File: src/rtl/alu_pkg.sv
// Shared definitions for the pipelined ALU.
// Holds the opcode encodings, the logic-unit function indices (op[2:0] when
// op[3] == 0) and the control FSM state encoding.
package alu_pkg;

  localparam logic [3:0] OP_ADD = 4'b1000;
  localparam logic [3:0] OP_MUL = 4'b1001;

  typedef enum logic [2:0] {
    LF_AND    = 3'd0,
    LF_OR     = 3'd1,
    LF_XOR    = 3'd2,
    LF_NAND   = 3'd3,
    LF_NOR    = 3'd4,
    LF_XNOR   = 3'd5,
    LF_PASS_A = 3'd6,
    LF_PASS_B = 3'd7
  } logic_fn_e;

  typedef enum logic {
    ST_IDLE     = 1'b0,
    ST_MUL_BUSY = 1'b1
  } state_e;

endpackage

File: src/rtl/alu_mul_iter.sv
// Iterative unsigned shift-add multiplier, one partial product per cycle.
// Ports:
//   clk, rst_n  clock, asynchronous active-low reset
//   start       latch a/b and begin (ignored while a multiply is running)
//   a, b        operands
//   done        high during the WIDTH-th step cycle
//   product     low WIDTH bits of a*b, valid while done is high
module alu_mul_iter #(
  parameter int WIDTH = 32
) (
  input  logic             clk,
  input  logic             rst_n,
  input  logic             start,
  input  logic [WIDTH-1:0] a,
  input  logic [WIDTH-1:0] b,
  output logic             done,
  output logic [WIDTH-1:0] product
);

  localparam int CNT_W = $clog2(WIDTH);

  logic             active;
  logic [CNT_W-1:0] cnt;
  logic [WIDTH-1:0] mcand;
  logic [WIDTH-1:0] mplier;
  logic [WIDTH-1:0] acc;
  logic [WIDTH-1:0] acc_next;

  assign acc_next = acc + (mplier[0] ? mcand : '0);
  assign done     = active && (cnt == CNT_W'(WIDTH - 1));
  // The final step's sum is handed out directly so the consumer can register
  // the product on the same edge that completes the last step.
  assign product  = acc_next;

  // NOTE: sequential state uses non-blocking assignments so every register
  // samples pre-edge values; the accumulator is reset too, so an abandoned
  // multiply leaves nothing behind.
  always_ff @(posedge clk or negedge rst_n) begin
    if (!rst_n) begin
      active <= 1'b0;
      cnt    <= '0;
      mcand  <= '0;
      mplier <= '0;
      acc    <= '0;
    end else if (start && !active) begin
      active <= 1'b1;
      cnt    <= '0;
      mcand  <= a;
      mplier <= b;
      acc    <= '0;
    end else if (active) begin
      acc    <= acc_next;
      mcand  <= mcand << 1;
      mplier <= mplier >> 1;
      cnt    <= cnt + CNT_W'(1);
      if (done) active <= 1'b0;
    end
  end

endmodule

File: src/rtl/alu_pipe.sv
// Single-stage ALU with valid/ready handshakes and an optional iterative
// multiplier. Logic, ADD and reserved ops complete on the accepting edge;
// MUL occupies the unit for WIDTH cycles.
// Ports:
//   clk, rst_n            clock, asynchronous active-low reset
//   in_valid / in_ready   operation handshake
//   a, b                  operands; invert_a/invert_b select ~a/~b
//   cin                   adder carry-in
//   op                    opcode (see alu_pkg)
//   out_valid / out_ready result handshake
//   result, N, Z, C, V    registered result and flags
//   busy                  multiply in progress
module alu_pipe
  import alu_pkg::*;
#(
  parameter int WIDTH  = 32,
  parameter int MUL_EN = 1
) (
  input  logic             clk,
  input  logic             rst_n,
  input  logic             in_valid,
  output logic             in_ready,
  input  logic [WIDTH-1:0] a,
  input  logic [WIDTH-1:0] b,
  input  logic             invert_a,
  input  logic             invert_b,
  input  logic             cin,
  input  logic [3:0]       op,
  output logic             out_valid,
  input  logic             out_ready,
  output logic [WIDTH-1:0] result,
  output logic             N,
  output logic             Z,
  output logic             C,
  output logic             V,
  output logic             busy
);

  state_e           state_q, state_d;
  logic             accept;
  logic             is_mul;
  logic             mul_start;
  logic             mul_done;
  logic [WIDTH-1:0] mul_product;
  logic [WIDTH-1:0] a_eff, b_eff;
  logic [WIDTH:0]   sum;
  logic [WIDTH-1:0] res_c;
  logic             c_c, v_c;

  assign a_eff     = invert_a ? ~a : a;
  assign b_eff     = invert_b ? ~b : b;
  assign sum       = {1'b0, a_eff} + {1'b0, b_eff} + {{WIDTH{1'b0}}, cin};
  assign is_mul    = (MUL_EN != 0) && (op == OP_MUL);
  assign accept    = in_valid && in_ready;
  assign mul_start = accept && is_mul;

  generate
    if (MUL_EN != 0) begin : g_mul
      alu_mul_iter #(.WIDTH(WIDTH)) u_mul (
        .clk     (clk),
        .rst_n   (rst_n),
        .start   (mul_start),
        .a       (a_eff),
        .b       (b_eff),
        .done    (mul_done),
        .product (mul_product)
      );
    end else begin : g_no_mul
      assign mul_done    = 1'b0;
      assign mul_product = '0;
    end
  endgenerate

  // Logic unit and adder; MUL and reserved opcodes produce zero here.
  // NOTE: every always_comb output gets a default first so no path leaves it
  // unassigned, which would otherwise infer a latch.
  always_comb begin
    res_c = '0;
    c_c   = 1'b0;
    v_c   = 1'b0;
    if (!op[3]) begin
      case (logic_fn_e'(op[2:0]))
        LF_AND:    res_c = a_eff & b_eff;
        LF_OR:     res_c = a_eff | b_eff;
        LF_XOR:    res_c = a_eff ^ b_eff;
        LF_NAND:   res_c = ~(a_eff & b_eff);
        LF_NOR:    res_c = ~(a_eff | b_eff);
        LF_XNOR:   res_c = ~(a_eff ^ b_eff);
        LF_PASS_A: res_c = a_eff;
        LF_PASS_B: res_c = b_eff;
      endcase
    end else if (op == OP_ADD) begin
      res_c = sum[WIDTH-1:0];
      c_c   = sum[WIDTH];
      // Signed overflow: operands agree in sign but the sum does not.
      v_c   = (a_eff[WIDTH-1] == b_eff[WIDTH-1]) &&
              (sum[WIDTH-1] != a_eff[WIDTH-1]);
    end
  end

  // Control FSM.
  always_ff @(posedge clk or negedge rst_n) begin
    if (!rst_n) state_q <= ST_IDLE;
    else        state_q <= state_d;
  end

  always_comb begin
    state_d  = state_q;
    busy     = (state_q == ST_MUL_BUSY);
    in_ready = (state_q == ST_IDLE) && (!out_valid || out_ready);
    case (state_q)
      ST_IDLE:     if (mul_start) state_d = ST_MUL_BUSY;
      ST_MUL_BUSY: if (mul_done)  state_d = ST_IDLE;
    endcase
  end

  // Output register. A new accept and a multiply completion never coincide
  // because in_ready is low while the multiplier runs.
  always_ff @(posedge clk or negedge rst_n) begin
    if (!rst_n) begin
      out_valid <= 1'b0;
      result    <= '0;
      N         <= 1'b0;
      Z         <= 1'b0;
      C         <= 1'b0;
      V         <= 1'b0;
    end else if (accept && !is_mul) begin
      out_valid <= 1'b1;
      result    <= res_c;
      N         <= res_c[WIDTH-1];
      Z         <= (res_c == '0);
      C         <= c_c;
      V         <= v_c;
    end else if (mul_done) begin
      out_valid <= 1'b1;
      result    <= mul_product;
      N         <= mul_product[WIDTH-1];
      Z         <= (mul_product == '0);
      C         <= 1'b0;
      V         <= 1'b0;
    end else if (out_valid && out_ready) begin
      out_valid <= 1'b0;
    end
  end

endmodule

File: config.mk
export PLATFORM = sky130hd
export DESIGN_NAME = alu_pipe
export DESIGN_NICKNAME = d
export VERILOG_FILES = /design/src/rtl/alu_pkg.sv /design/src/rtl/alu_mul_iter.sv /design/src/rtl/alu_pipe.sv
export SDC_FILE = /design/constraint.sdc
export NUM_CORES = 1
export LEC_CHECK = 0
export ABC_AREA = 1
export BUFFER_PORTS_ARGS = -buffer_cell sky130_fd_sc_hd__buf_4
export CORE_UTILIZATION = 60
export CTS_CLUSTER_DIAMETER = 50
export DETAILED_ROUTE_END_ITERATION = 8
export GPL_TIMING_DRIVEN = 0
export PLACE_DENSITY_LB_ADDON = 0.3
export SLEW_MARGIN = 20
export SYNTH_ARGS = -nofsm -noshare
export SYNTH_HDL_FRONTEND = slang
export SYNTH_HIERARCHICAL = 1
export SYNTH_SLANG_ARGS = --single-unit
File: constraint.sdc
create_clock -name clk -period 5.4 [get_ports clk]
set_clock_uncertainty 0.05 [all_clocks]
set_input_delay 0.27 -clock clk [delete_from_list [all_inputs] [get_ports clk]]
set_output_delay 0.27 -clock clk [all_outputs]
set_load 0.05 [all_outputs]
### Word level (Yosys, flattened, before mapping)

Cells that the tools add are included.
Widths: inputs -> output; s select.

* flip-flop bits (word level): 140
* bits in latches: 0
* memory bits (writable): 0
* memory bits (read-only): 0
* bits of input ports: 75
* output and inout bits: 39
* word-level logic and storage cells: 90
* memories: 0

* add/subtract/negate cells: 4
* multipliers: 0
* divide/modulo/power cells: 0
* $lt $le $gt $ge: 0
* equal/unequal tests: 12
* shifts and indexed selects: 0
* multiplexer cells: 35
* bitwise gates (word level): 9
* reductions and logical operators: 18

Operators by type and width (count)
* $mux 32: 13
* $pmux 32 s8: 1
* $not 32->32: 5
* $logic_not 32->1: 2
* $add 32x32->33: 1
* $add 33x1->33: 1
* $add 32x32->32: 1
* $and 32x32->32: 1
* $or 32x32->32: 1
* $xor 32x32->32: 1
* $mux 1: 18
* $eq 3x3->1 const B: 4
* $mux 5: 2
* $eq 4x4->1 const B: 2
* $logic_and 1x1->1: 8
* $eq 3x2->1 const B: 2
* $add 5x1->5 const B: 1
* $eq 5x5->1 const B: 1
* $reduce_bool 2->1: 2
* $eq 3x1->1 const B: 1
* $logic_not 1->1: 3
* $logic_not 3->1: 1
* $reduce_bool 3->1: 1
* $pmux 1 s2: 1
* 4 further kinds: 4

### Depth between registers and ports, before layout

* depth after elaboration: 9
* gate-level depth with buffers: 24
* gate-level depth less buffers: 23

### Modules after synthesis

The synthesis kept the hierarchy.

By module, submodules not included
* alu_pipe: instances 1, cells each 1365, area each 7646.1 um2, seq. area each 925.9 um2
* alu_mul_iter: instances 1, cells each 1020, area each 6847.8 um2, seq. area each 2552.4 um2

### Worst setup path after synthesis

Ideal clock, no wire load.

* kind: register to register
* start: register g_mul.u_mul.mplier[0]
* end: register Z
* library setup time: 0.077 ns
* arrival: 2.727 ns
* required time: 5.273 ns
* path slack: 2.546 ns
* cell stages (with the launch flop): 21
* buffers on the path: 2
* period minus slack after synthesis: 2.854 ns
* cell sequence: dfrtp_1 > clkbuf_1 > clkbuf_1 > nand2_1 > inv_1 > ha_1 > fa_1 > nand3_1 > nand3_1 > nand2_1 > nand2_1 > nand2_1 > nand2_1 > nand2_1 > nand3_1 > and2_1 > nor4_1 > nand4_1 > nor2_1 > o21ai_0 > a21oi_1

* cells in the longest elaborated chain, start to end: 5

Ends and longest elaborated chain
* start, declared: RTL line alu_mul_iter.sv:25 `logic [WIDTH-1:0] mplier;`
* start signal, assigned: RTL line alu_mul_iter.sv:54 `mplier <= mplier >> 1;`
* $mux 32: RTL line alu_mul_iter.sv:29 `assign acc_next = acc + (mplier[0] ? mcand : '0);`
* $add 32x32->32: RTL line alu_mul_iter.sv:29
* net mul_product[24]: RTL line alu_pipe.sv:44 `logic [WIDTH-1:0] mul_product;`
* $logic_not 32->1: RTL line alu_pipe.sv:138 `Z <= (mul_product == '0);`
* $mux 1: RTL line alu_pipe.sv:134 `end else if (mul_done) begin`
* $mux 1: RTL line alu_pipe.sv:127 `end else if (accept && !is_mul) begin`
* end signal, assigned: RTL line alu_pipe.sv:131 `Z <= (res_c == '0);`
* end signal, assigned: RTL line alu_pipe.sv:138
* end, declared: RTL line alu_pipe.sv:33 `output logic Z,`

The timed path passes the listed nets, and every way through them passes these cells. The select of a mux whose other input is x is not followed.
A chain may end at the register's enable or synchronous reset.

### Worst setup path in the final report

Ends and elaborated chain as after synthesis.

==> metrics.cfg <==
[routing]
drc = 0
wl_mm = 60.9
drt_iter0_markers = 2434
drtPass1Iterations = 9
viasPerCell = 6.18
ant_nets = 0
dr_total_vias = 17604
routedWlPerCell_um = 21.4

[critical_path]
r2r-start = g_mul.u_mul/mplier[0]
critPathRequiredTime_ps = 5710
path_max_fanout = 10
worst-setup-path-type = flop to flop
critPathLaunchType = flop
rrSetupSlack_ps = 780
r2r_end = Z
end_kind = flop
arrival_ps = 4930
rr_worst_depth = 19

[cts]
clkLatencyLatePin_ps = 430
cts_sinks = 139
cts_made_buffers = 17
tritoncts = done
clk_transition_reported_paths_ps = 70
cts_root_buffer = clkbuf_16
clockBufferDepth = 2
ctsHtreeMaxLevel = 4

[cells_and_area]
nets = 2688
drive_gt1_share_pct = 10.6
n_antenna_cell = 0
stdcell_count = 2850
fill_cells = 2060
area_growth_pct = 12.9

[min_path]
hold_end = out_valid
hold_path_class = primary input to flop
holdPathStages = 4
hp-start = out_ready

[floorplanning]
die-area_um2 = 24800
core_area_um2 = 23600
fp.dieH_um = 157
die_w_um = 157
initial_core_util_pct = 61.4
rows = 56
io_pins = 114

[flow_run]
maxCapViolations = 0

[pwr]
design_power_total_mw = 6.06
powerDensity_nw_per_um2 = 370
leakage_nw = 9.09
ir_drop_mv = 0.291

[global_route]
grt_overflow = 0
grt_pass1_vias = 16677
grt_pass1_wl_mm = 92.3
antenna_found_initial = 3
grt_max_degree = 75
grt_usage_pct = 50.2

[yosys]
yosysWarnings = 6
synth_largest_area_cell = dfrtp_1
ys_ff_latch = 139
syn_nets = 2555
syn_area_um2 = 14500
yosys-top-cells-area = dfrtp_1, nand2_1, inv_1
synth_cell_types = 52
ys_seq_area_share_pct = 24.0
synth_top_area_share_pct = 24.0
synth.avg_cell_area_um2 = 6.08
synthCells = 2385

[timing]
setup_viol = 0
rsz0062_at_grt = false
worstMarginPinSlew_ps = 1090
min_period_ps = 4620
finalSetupTns_ps = 0
setup_ws_ps = 778
slew_headroom_pct = 26.8
fin_crit_sh_pct = 85.6
fmax_mhz = 216
finalMaxSlewViolations = 0
hold_viol = 0

[placement]
gp_congestion = 1.10
place_ws_ps = 1560
dpl.cell_count = 2817
dp_hpwl_mm = 46.4
portBuffers = 112

[run_status]
status = finished clean

## layout make-up
| type | count | area (um^2) | share of cell area, % |
|---|---|---|---|
| Timing Repair Buffer | 114 | 886 | 5.41 |
| Clock inverter | 14 | 153 | 0.933 |
| Sequential cell | 139 | 3480 | 21.3 |
| Tap cell | 319 | 399 | 2.44 |
| Inverter | 387 | 1450 | 8.88 |
| Multi-Input combinational cell | 1776 | 9170 | 56.1 |
| Clock buffer | 18 | 429 | 2.62 |
| Buffer | 83 | 392 | 2.39 |
## Yosys cell counts (all sizes together)
library cell,n
nand2,869
inv,387
nor2,171
nand3,142
dfrtp,139
a21oi,104
ha,93
o21ai,86
buf,42
clkbuf,41
o22ai,38
o211ai,36
or2,35
o221ai,30
nor3,24
xor2,21
nand4,18
a22oi,17
and2,16
xnor2,15
a221oi,10
nand3b,10
nor4,10
a22o,5
a31o,4
o2111ai,4
a211oi,3
a31oi,3
o21bai,3
fa,2
o41ai,2
a21o,1
and3,1
o211a,1
o311ai,1
o31ai,1
## report_power, final
part / switching (mW) / internal (mW) / total, mW / leakage, nW
clock network: 0.523 / 0.653 / 1.18 / 0.276
registers: 0.192 / 1.30 / 1.50 / 1.71
logic: 2.33 / 1.06 / 3.39 / 7.11
total: 3.04 / 3.02 / 6.06 / 9.09
## critical path, stage by stage (launching register included)
cell and delay, ps:
dfrtp_1 320, clkbuf_1 290, clkbuf_1 590, nand2_1 190
inv_1 130, ha_1 280, nand2_1 130, inv_1 50
nand2_1 60, nand2_1 60, nand2_1 60, nand2_1 60
a21oi_1 270, nand3_1 140, and2_1 310, nor4_1 320
nand4_1 560, nor2_1 320, o21ai_0 120, a21oi_1 200
## layer usage
| layer | track usage [%] | share of wire (%) |
|---|---|---|
| met1 | 56.8 | 35 |
| met4 | 40.8 | 10 |
| met2 | 77.0 | 42 |
| met5 | 0 | 0.082 |
| met3 | 16.8 | 13 |
## cell usage in the layout, fill, tap and decap left out, types with 10 or more instances in the layout
master and count:
a21oi_1 104, or2_2 34, nand3_1 133, o221ai_1 30, o21ai_0 78, nand4_1 18
a22oi_1 17, and2_1 16, nand3b_1 10, buf_4 118, clkbuf_16 17, inv_1 374
a221oi_1 10, ha_1 93, o211ai_1 36, nand2_2 17, nor2_1 164, dfrtp_1 139
nand2_1 849, o22ai_1 38, nor3_1 23, nor4_1 10, xor2_1 19, buf_2 24
inv_2 13, xnor2_1 15, clkbuf_1 41
## worst max path at each step
stage / startpoint / end / slack (ps)
2_1_floorplan: g_mul.u_mul/mplier[0] / Z / 2550
3_3_place_gp: g_mul.u_mul/mplier[0] / Z / 1580
3_5_place_dp: g_mul.u_mul/mplier[0] / Z / 1560
4_1_cts: g_mul.u_mul/mplier[0] / Z / 1520
5_1_grt: g_mul.u_mul/mplier[0] / Z / 640
6_report: g_mul.u_mul/mplier[0] / Z / 780
## state kept, by name (all words and copies together), names as in the netlist
signal	count
C	1
V	1
busy	1
g_mul.u_mul/mcand	32
Z	1
out_valid	1
g_mul.u_mul/mplier	32
g_mul.u_mul/active	1
g_mul.u_mul/acc	32
result	32
g_mul.u_mul/cnt	5
## logic make-up after synthesis
logic type,after synthesis,synth area share [%]
compound gates,349,14.9
xor+xnor,36,2.36
fa+ha+maj,95,8.30
buf+inv,470,12.7
flops,139,24.0
simple gates,1296,37.7
## through the flow
| step | area (um^2) | utilization [%] | hold WS [ps] |
|---|---|---|---|
| after floorplan | 14500 | - | -75.6 |
| after global placement | 15700 | 66.6 | 418 |
| after detailed placement | 15800 | 66.8 | 200 |
| after CTS | 16400 | 69.3 | 40.9 |
| after global routing | 16400 | 69.3 | 74.4 |
| final | 16400 | 69.3 | 44.2 |
## timing repair
action	in CTS	in global routing
setup endpoints to repair	0	0
setup buffers	0	0
gates resized for setup	0	0
hold buffers	1	0
hold endpoints to repair	65	0
No activity file was read; power rests on OpenSTA's default activity.
